==> config.mk <==
export PLATFORM = sky130hd
export DESIGN_NAME = uart_rx_param
export DESIGN_NICKNAME = d
export VERILOG_FILES = /design/src/rtl/uart_pkg.sv /design/src/rtl/uart_rx_sync.sv /design/src/rtl/uart_rx_param.sv
export SDC_FILE = /design/constraint.sdc
export NUM_CORES = 1
export LEC_CHECK = 0
export BUFFER_PORTS_ARGS = -buffer_cell sky130_fd_sc_hd__buf_2
export CAP_MARGIN = 20
export CORE_AREA = 5 5 79 81
export CTS_CLUSTER_SIZE = 24
export DETAILED_ROUTE_END_ITERATION = 10
export DIE_AREA = 0 0 84 86
export PLACE_DENSITY = 0.75
export SLEW_MARGIN = 20
export SYNTH_ARGS = -nofsm -noshare
export SYNTH_HDL_FRONTEND = slang
export SYNTH_HIERARCHICAL = 1
export SYNTH_SLANG_ARGS = --single-unit
==> constraint.sdc <==
create_clock -name clk -period 2.12 [get_ports clk]
set_input_delay 0.212 -clock clk [delete_from_list [all_inputs] [get_ports clk]]
set_output_delay 0.212 -clock clk [all_outputs]
set_load 0.05 [all_outputs]
==> src/rtl/uart_pkg.sv <==
// ---------------------------------------------------------------------------
// uart_pkg : shared constants, FSM state type and parity helper for the
//            parametrised UART receiver.                         rev 1.0
// ---------------------------------------------------------------------------
`default_nettype none

package uart_pkg;

  localparam int PARITY_NONE = 0;
  localparam int PARITY_ODD  = 1;
  localparam int PARITY_EVEN = 2;

  typedef enum logic [2:0] {
    S_IDLE      = 3'd0,
    S_START     = 3'd1,
    S_DATA      = 3'd2,
    S_PARITY    = 3'd3,
    S_STOP      = 3'd4,
    S_WAIT_HIGH = 3'd5
  } state_t;

  // Word is zero-extended by the caller; extra zeros do not change the XOR.
  function automatic logic parity_error(input int mode, input logic [8:0] word,
                                        input logic pbit);
    logic x;
    x = (^word) ^ pbit;
    if (mode == PARITY_ODD)       return ~x;
    else if (mode == PARITY_EVEN) return x;
    else                          return 1'b0;
  endfunction

endpackage

`default_nettype wire

==> src/rtl/uart_rx_sync.sv <==
// ---------------------------------------------------------------------------
// uart_rx_sync : 2-flop input synchroniser plus 3-sample majority voter
//                around the mid-bit point of the bit counter.     rev 1.0
// ---------------------------------------------------------------------------
`default_nettype none

module uart_rx_sync #(
  parameter int CLKS_PER_BIT = 10
) (
  input  logic                            clk,
  input  logic                            rst_n,
  input  logic                            rx,
  input  logic [$clog2(CLKS_PER_BIT)-1:0] cnt,
  output logic                            rx_s,
  output logic                            maj
);

  localparam int CW  = $clog2(CLKS_PER_BIT);
  localparam int MID = CLKS_PER_BIT / 2;
  localparam logic [CW-1:0] SAMPLE_A = CW'(MID - 1);
  localparam logic [CW-1:0] SAMPLE_B = CW'(MID);

  logic meta;
  logic samp_a;
  logic samp_b;

  always_ff @(posedge clk or negedge rst_n) begin
    if (!rst_n) begin
      meta   <= 1'b1;
      rx_s   <= 1'b1;
      samp_a <= 1'b1;
      samp_b <= 1'b1;
    end else begin
      meta <= rx;
      rx_s <= meta;
      if (cnt == SAMPLE_A) samp_a <= rx_s;
      if (cnt == SAMPLE_B) samp_b <= rx_s;
    end
  end

  // Third vote is the live sample, so the result is valid at count MID+1.
  assign maj = (samp_a & samp_b) | (samp_a & rx_s) | (samp_b & rx_s);

endmodule

`default_nettype wire

==> src/rtl/uart_rx_param.sv <==
// ---------------------------------------------------------------------------
// uart_rx_param : parametrised UART receiver with false-start rejection,
//                 parity/framing flags and a valid/ready output register. rev 1.0
// ---------------------------------------------------------------------------
`default_nettype none

module uart_rx_param
  import uart_pkg::*;
#(
  parameter int CLK_FREQ  = 100_000_000,
  parameter int BAUD      = 9600,
  parameter int DATA_BITS = 8,
  parameter int PARITY    = 0,
  parameter int STOP_BITS = 1
) (
  input  logic                 clk,
  input  logic                 rst_n,
  input  logic                 rx,
  output logic [DATA_BITS-1:0] data,
  output logic                 parity_err,
  output logic                 frame_err,
  output logic                 valid,
  input  logic                 ready,
  output logic                 overrun,
  output logic                 busy
);

  localparam int CPB = CLK_FREQ / BAUD;
  localparam int MID = CPB / 2;
  localparam int CW  = $clog2(CPB);
  localparam int BW  = $clog2(DATA_BITS + 1);
  localparam logic [CW-1:0] TICK     = CW'(MID + 1);
  localparam logic [CW-1:0] LAST_CNT = CW'(CPB - 1);
  localparam logic [BW-1:0] LAST_BIT = BW'(DATA_BITS - 1);

  state_t               state;
  logic [CW-1:0]        cnt;
  logic [BW-1:0]        bit_idx;
  logic [DATA_BITS-1:0] shreg;
  logic                 par_err_r;
  logic                 frm_acc;
  logic                 stop_idx;
  logic                 rx_s;
  logic                 maj;
  logic                 tick;
  logic                 last_stop;
  logic                 done;

  uart_rx_sync #(.CLKS_PER_BIT(CPB)) u_sync (
    .clk   (clk),
    .rst_n (rst_n),
    .rx    (rx),
    .cnt   (cnt),
    .rx_s  (rx_s),
    .maj   (maj)
  );

  assign tick      = (cnt == TICK);
  assign last_stop = (STOP_BITS == 1) ? 1'b1 : stop_idx;
  assign done      = (state == S_STOP) && tick && last_stop;
  assign busy      = (state != S_IDLE);

  always_ff @(posedge clk or negedge rst_n) begin
    if (!rst_n) begin
      state     <= S_IDLE;
      cnt       <= '0;
      bit_idx   <= '0;
      shreg     <= '0;
      par_err_r <= 1'b0;
      frm_acc   <= 1'b0;
      stop_idx  <= 1'b0;
    end else begin
      case (state)
        S_IDLE: begin
          cnt       <= '0;
          bit_idx   <= '0;
          stop_idx  <= 1'b0;
          frm_acc   <= 1'b0;
          par_err_r <= 1'b0;
          if (!rx_s) state <= S_START;
        end
        S_WAIT_HIGH: begin
          if (!rx_s)                 cnt <= '0;
          else if (cnt == LAST_CNT)  state <= S_IDLE;
          else                       cnt <= cnt + 1'b1;
        end
        default: begin
          // Counter keeps free-running from the start edge, so every later
          // bit is voted around its own mid-point.
          cnt <= (cnt == LAST_CNT) ? '0 : cnt + 1'b1;
          if (tick) begin
            case (state)
              S_START: state <= maj ? S_IDLE : S_DATA;
              S_DATA: begin
                shreg   <= {maj, shreg[DATA_BITS-1:1]};
                bit_idx <= bit_idx + 1'b1;
                if (bit_idx == LAST_BIT)
                  state <= (PARITY != PARITY_NONE) ? S_PARITY : S_STOP;
              end
              S_PARITY: begin
                par_err_r <= parity_error(PARITY, 9'(shreg), maj);
                state     <= S_STOP;
              end
              S_STOP: begin
                if (!maj) frm_acc <= 1'b1;
                stop_idx <= 1'b1;
                if (last_stop) begin
                  state <= maj ? S_IDLE : S_WAIT_HIGH;
                  cnt   <= '0;
                end
              end
              default: state <= S_IDLE;
            endcase
          end
        end
      endcase
    end
  end

  always_ff @(posedge clk or negedge rst_n) begin
    if (!rst_n) begin
      data       <= '0;
      parity_err <= 1'b0;
      frame_err  <= 1'b0;
      valid      <= 1'b0;
      overrun    <= 1'b0;
    end else begin
      overrun <= 1'b0;
      if (done) begin
        if (!valid || ready) begin
          data       <= shreg;
          parity_err <= par_err_r;
          frame_err  <= frm_acc | ~maj;
          valid      <= 1'b1;
        end else begin
          overrun <= 1'b1;
        end
      end else if (valid && ready) begin
        valid <= 1'b0;
      end
    end
  end

endmodule

`default_nettype wire

==> Yosys cells after proc, flatten, opt, wreduce, memory -nomap -nowiden <==
Cells that the tools add are included.
{ "totals": {"output_inout_bits": 13, "regBits": 47, "inputBits": 4, "word_cells": 93} }
{ "op_classes": {"n_bitwise": 9, "add_sub_neg": 2, "eq_ne": 17, "n_mux": 30, "n_reduce_logical": 20} }
{ "op_table": {"columns": ["op", "n"], "rows": [
  ["14-bit 2-to-1 mux", 5],
  ["14-bit by 13-bit equality test with 1-bit output (second input constant)", 3],
  ["14-bit one-hot mux with 2 select lines", 1],
  ["3-bit 2-to-1 mux", 6],
  ["14-bit by 1-bit adder with 14-bit output (second input constant)", 1],
  ["14-bit equality test (second input constant)", 1],
  ["3-bit one-hot mux with 4 select lines", 1],
  ["1-bit 2-to-1 mux", 10],
  ["2-bit nonzero test", 5],
  ["3-bit AND reduction", 3],
  ["4-bit 2-to-1 mux", 2],
  ["4-bit one-hot mux with 2 select lines", 1],
  ["3-bit by 2-bit equality test with 1-bit output (second input constant)", 2],
  ["3-bit equality test (second input constant)", 2],
  ["2-bit by 1-bit inequality test with 1-bit output (second input constant)", 3],
  ["3-bit one-hot mux with 2 select lines", 1],
  ["3-bit nonzero test", 2],
  ["5-bit AND reduction", 1],
  ["4-bit by 1-bit adder with 4-bit output (second input constant)", 1],
  ["4-bit by 3-bit equality test with 1-bit output (second input constant)", 1],
  ["2-bit inequality test (second input constant)", 2],
  ["4-bit inequality test (second input constant)", 1],
  ["1-bit one-hot mux with 2 select lines", 2],
  ["2-bit AND reduction", 2],
  ["12 further kinds", 19]
]} }

==> Longest topological paths before layout <==
{ "depth": {"word_depth": 7, "ltp_mapped": 7} }

==> Modules after synthesis <==
The synthesis kept the hierarchy.
{ "modules_own_cells": {"columns": ["mod", "cells_per_inst", "area_each_um2", "instances", "seq_area_each_um2"], "rows": [
  ["uart_rx_param", 203, 2173.3, 1, 1026.0],
  ["uart_rx_sync", 14, 205.2, 1, 105.1]
]} }

==> Worst setup path after synthesis <==
Ideal clock, no wire load.
{ "synth_timing": {"path_type": "register -> register", "startpoint": "register cnt[8]", "endpoint": "register data[3]", "period_less_slack_ns": 2.208, "t_required_ns": 1.995, "arrival_ns": 2.084, "n_path_buf": 2, "path_stages_with_launch": 7, "slack_ns": -0.088, "cell_sequence": "dfrtp_1 > or3b_1 > buf_2 > or4_4 > buf_6 > nor2_4 > mux2_2"} }
{ "synth_between": {"elab_chain_cells": 3} }
{ "synth_rtl": {"columns": ["item", "line_no", "source"], "rows": [
  ["start, declared", "uart_rx_param.sv:37", "logic [CW-1:0] cnt;"],
  ["start signal, assigned", "uart_rx_param.sv:85", "else cnt <= cnt + 1'b1;"],
  ["start signal, assigned", "uart_rx_param.sv:90", "cnt <= (cnt == LAST_CNT) ? '0 : cnt + 1'b1;"],
  ["14-bit by 13-bit equality test with 1-bit output", "uart_rx_param.sv:58", "assign tick = (cnt == TICK);"],
  ["1-bit logical AND", "uart_rx_param.sv:60", "assign done = (state == S_STOP) && tick && last_stop;"],
  ["2-bit AND reduction (no source line)", null, null],
  ["end signal, assigned", "uart_rx_param.sv:131", "data <= shreg;"],
  ["end, declared", "uart_rx_param.sv:19", "output logic [DATA_BITS-1:0] data,"]
]} }
Every way passes these cells.
A chain may end at the register's enable or synchronous reset.

==> Worst setup path in the final report <==
{ "layout_timing": {"startpoint": "register cnt[8]", "endpoint": "register data[7]"} }
Same word-level chain as after synthesis.

==> PnR_summary.wiki <==
{| class="wikitable"
! Metric !! Value
|-
| Maximum level of the CTS H-tree || 2
|-
| Number of buffers on the longest clock path || 2
|-
| Global-route usage over all layers || 14.4%
|-
| Effective utilization at floorplan || between 40 and 50%
|-
| Number of global-route vias before repair || about 1,700
|-
| Crit path arrival time || 2230 ps
|-
| Cell at the root of the clock tree || sky130_fd_sc_hd__clkbuf_8
|-
| Clock input transition at the sequential cells of the worst setup and hold paths || 90 ps
|-
| Worst supply voltage drop on vdd || approximately 0.33 mV
|-
| Post_cts resized || 0
|-
| Type of origin of the critical path || register
|-
| Number of max-capacitance violations reported || 0
|-
| Flop and latch count out of synthesis || between 40 and 50
|-
| TritonCTS clock tree || done
|-
| Initial detailed-routing violation count || 115
|-
| Peak fanout along the critical path || 9
|-
| Count of input and output buffers || 15
|-
| Syn_nets || 224
|-
| Vias per std cell || approximately 5.5
|-
| Share of power burned in combinational logic || under 10%
|-
| Flip-flop and latch area || about 0.0011 mm^2
|-
| Number of synthesized flops with an enable pin || 0
|-
| Estimated wirelength of the detail-placed design || around 3400 um
|-
| N_diodes || 0
|-
| Final Instance Count excl. Fillers || 332
|-
| Die height || 86 um
|-
| Final critical delay including setup and external delays || just over 2000 ps
|-
| Number of hold violations in the final report || 0
|-
| Sequential share of power || between 50% and 60%
|-
| Total count of max-transition violations in the final report || 0
|-
| Average wire per standard cell || around 14 um
|-
| Area added between synthesis and finish || 21.0%
|-
| Placed cell count || between 300 and 400
|-
| Via count || 1,837
|-
| Post-synthesis cell type count || 61
|-
| Detailed Routing Iterations Pass 1 || 4
|-
| Global-route wire length before repair || 8410 um
|-
| Max Fclk || 489 MHz
|-
| Count of nets after finishing || approximately 270
|-
| Crit Path Class || register to register
|-
| Type of destination of the critical path || register
|-
| Post-DRT Antenna Nets || 0
|-
| Commonest non-fill, non-tap cell in the layout || sky130_fd_sc_hd__dfrtp_1
|-
| Power per standard cell area || about 540 mW/mm^2
|-
| Average cell area after synthesis || about 11 um^2
|-
| Number of synthesis warnings || 6
|-
| Number of rows created at floorplan || 27
|-
| Class of the tightest hold or removal check || input pin to register
|-
| Total negative slack for setup checks || 0 ps
|-
| Final setup violation count || 0
|-
| Static power due to leakage || roughly 0.0013 uW
|-
| Ys async rst share || 100%
|-
| Core Area || roughly 0.0054 mm^2
|-
| RSZ-0062 raised after global routing || no
|-
| Area used by multi-input combinational logic || 0.00117 mm^2
|-
| Antenna violations before repair || 0
|-
| Post-synth top flop || sky130_fd_sc_hd__dfrtp_1
|-
| Total DRC errors in the routed layout || 0
|-
| Filler cell count || 488
|-
| P_sw || approximately 330 uW
|-
| Clock insertion delay at the later pin of the skew report || roughly 300 ps
|-
| Internal power || ~1200 uW
|-
| Overflow left after global routing || 0
|-
| Sinks on Clock Net || 45
|-
| Status || finished clean
|-
| Pin count of the biggest net entering global routing || 46
|-
| Required time at the endpoint of the critical path || approximately 2300 ps
|-
| Proportion of synthesized chip area in sequential cells || between 40% and 50%
|-
| Synthesized instance count || approximately 220
|-
| Die Area || about 0.0072 mm^2
|-
| Period utilization || 96.4%
|-
| Switching Share || between 20% and 30%
|-
| Clock Skews || about 5.8 ps
|-
| Final RePlAce weighted congestion || just over 0.9
|-
| Final wirelength || roughly 4800 um
|-
| Most frequent cells in the layout || sky130_fd_sc_hd__dfrtp_1, sky130_fd_sc_hd__buf_4, sky130_fd_sc_hd__buf_2, sky130_fd_sc_hd__nand2_1, sky130_fd_sc_hd__mux2_2
|-
| Die W || 84 um
|-
| Proportion of power drawn by the clock network || between 40% and 50%
|-
| Area of the mapped netlist || roughly 0.0024 mm^2
|-
| Fraction of final layout cells with drive strength greater than 1 || between 30 and 40%
|-
| Number of buffers created by CTS || 5
|-
| IO Count || 17
|}
## registers in the layout (all words and copies together), names as in the netlist
signal and flops:
state 3, u_sync/meta 1, u_sync/samp_b 1, frame_err 1, cnt 14, valid 1
u_sync/samp_a 1, u_sync/rx_s 1, frm_acc 1, bit_idx 4, shreg 8, data 8
overrun 1
## synth_stat cells, types with 2 or more instances
cell / n / area (um^2)
sky130_fd_sc_hd__a31oi_1: 4 / 25.0
sky130_fd_sc_hd__mux2i_1: 2 / 20.0
sky130_fd_sc_hd__mux2_2: 14 / 158
sky130_fd_sc_hd__a22oi_1: 2 / 15.0
sky130_fd_sc_hd__ha_1: 3 / 37.5
sky130_fd_sc_hd__mux2_1: 6 / 67.6
sky130_fd_sc_hd__a22o_1: 2 / 17.5
sky130_fd_sc_hd__nand4_1: 9 / 56.3
sky130_fd_sc_hd__dfstp_2: 4 / 105
sky130_fd_sc_hd__and3_1: 3 / 18.8
sky130_fd_sc_hd__nand4bb_1: 2 / 22.5
sky130_fd_sc_hd__inv_1: 6 / 22.5
sky130_fd_sc_hd__clkbuf_1: 5 / 18.8
sky130_fd_sc_hd__and4_1: 2 / 17.5
sky130_fd_sc_hd__nor2_1: 10 / 37.5
sky130_fd_sc_hd__o211ai_1: 3 / 22.5
sky130_fd_sc_hd__buf_2: 2 / 10.0
sky130_fd_sc_hd__nand3_1: 10 / 50.1
sky130_fd_sc_hd__xnor2_1: 5 / 43.8
sky130_fd_sc_hd__nand2b_1: 6 / 37.5
sky130_fd_sc_hd__or3_1: 4 / 25.0
sky130_fd_sc_hd__nor2b_1: 2 / 12.5
sky130_fd_sc_hd__a211o_1: 2 / 17.5
sky130_fd_sc_hd__a221oi_1: 2 / 17.5
sky130_fd_sc_hd__and4b_1: 2 / 20.0
sky130_fd_sc_hd__and4bb_2: 2 / 25.0
sky130_fd_sc_hd__nor4_1: 3 / 18.8
sky130_fd_sc_hd__nand2_1: 14 / 52.6
sky130_fd_sc_hd__dfrtp_1: 41 / 1030
sky130_fd_sc_hd__a21oi_1: 12 / 60.1
sky130_fd_sc_hd__xor2_1: 3 / 26.3
## power groups by stage
stage / logic, uW / clock network, uW / registers [uW]
2_1_floorplan: 6.06 / 0 / 880
4_1_cts: 31.7 / 691 / 864
3_5_place_dp: 29.0 / 0 / 880
5_1_grt: 35.5 / 733 / 864
3_3_place_gp: 28.7 / 0 / 880
6_report: 30.2 / 671 / 864
## per-stage QoR
| step | total power, uW | util [%] | setup slack [ps] | cell area, um^2 | hold WS [ps] |
|---|---|---|---|---|---|
| floorplan | 886 | - | -88.5 | 2380 | -83.6 |
| global placement | 909 | 50.3 | 87.3 | 2720 | 208 |
| detailed placement | 909 | 50.3 | 47.4 | 2720 | 213 |
| CTS | 1590 | 52.9 | 35.7 | 2860 | 237 |
| global route | 1630 | 53.3 | 21.6 | 2880 | 254 |
| finish | 1560 | 53.3 | 76.2 | 2880 | 249 |
## cell type report
| cell class | count | share of cell area (%) |
|---|---|---|
| multi-input combinational | 156 | 40.8 |
| sequential | 45 | 39.3 |
| timing repair buffer | 45 | 11.9 |
| tap | 72 | 3.13 |
| clock buffer | 5 | 2.39 |
| clock inverter | 3 | 1.74 |
| inverter | 6 | 0.782 |
## worst max-delay path: stages, from the launching register on
cell and delay (ps):
sky130_fd_sc_hd__dfrtp_1 380, sky130_fd_sc_hd__or3b_1 390, sky130_fd_sc_hd__or4_4 540, sky130_fd_sc_hd__nor2_4 150
sky130_fd_sc_hd__buf_12 140, sky130_fd_sc_hd__mux2_1 330
## what timing repair did
| item | CTS | global route |
|---|---|---|
| setup endpoints to repair | 0 | 8 |
| hold endpoints to repair | 42 | 0 |
| buffers inserted | 0 | 1 |
| hold buffers | 2 | 0 |
## layer usage
| layer | part of all wire, % | GRT usage, % | routed length, um |
|---|---|---|---|
| met5 | 0 | 0 | 0 |
| met4 | 1.4 | 5.26 | 66 |
| met3 | 2.9 | 2.79 | 137 |
| met2 | 47 | 23.1 | 2220 |
| met1 | 49 | 19.5 | 2340 |
## worst paths after layout
check | cells past startpoint | endpoint | startpoint | slack [ps]
max in group asynchronous | 3 | u_sync/samp_b$_DFFE_PN1N_ | rst_n | 1440
worst min register to register | 0 | u_sync/rx_s$_DFF_PN1_ | u_sync/meta$_DFF_PN1_ | 360
worst min-delay path | 3 | overrun$_DFF_PN0_ | ready | 250
worst max-delay path | 5 | data[7]$_DFFE_PN0P_ | cnt[8]$_DFFE_PN0P_ | 80
min in group asynchronous | 3 | data[3]$_DFFE_PN0P_ | rst_n | 400
worst max register to register | 5 | data[7]$_DFFE_PN0P_ | cnt[8]$_DFFE_PN0P_ | 80
## cells by family after synthesis
logic type | count (synthesis) | synth area share, %
flops | 45 | 47.6
compound gates | 36 | 10.6
fa+ha+maj | 4 | 2.00
xor+xnor | 8 | 2.95
buf+inv | 16 | 3.10
other cells | 1 | 0.158
mux | 22 | 10.3
simple gates | 85 | 23.3
No activity file was read; power rests on OpenSTA's default activity.
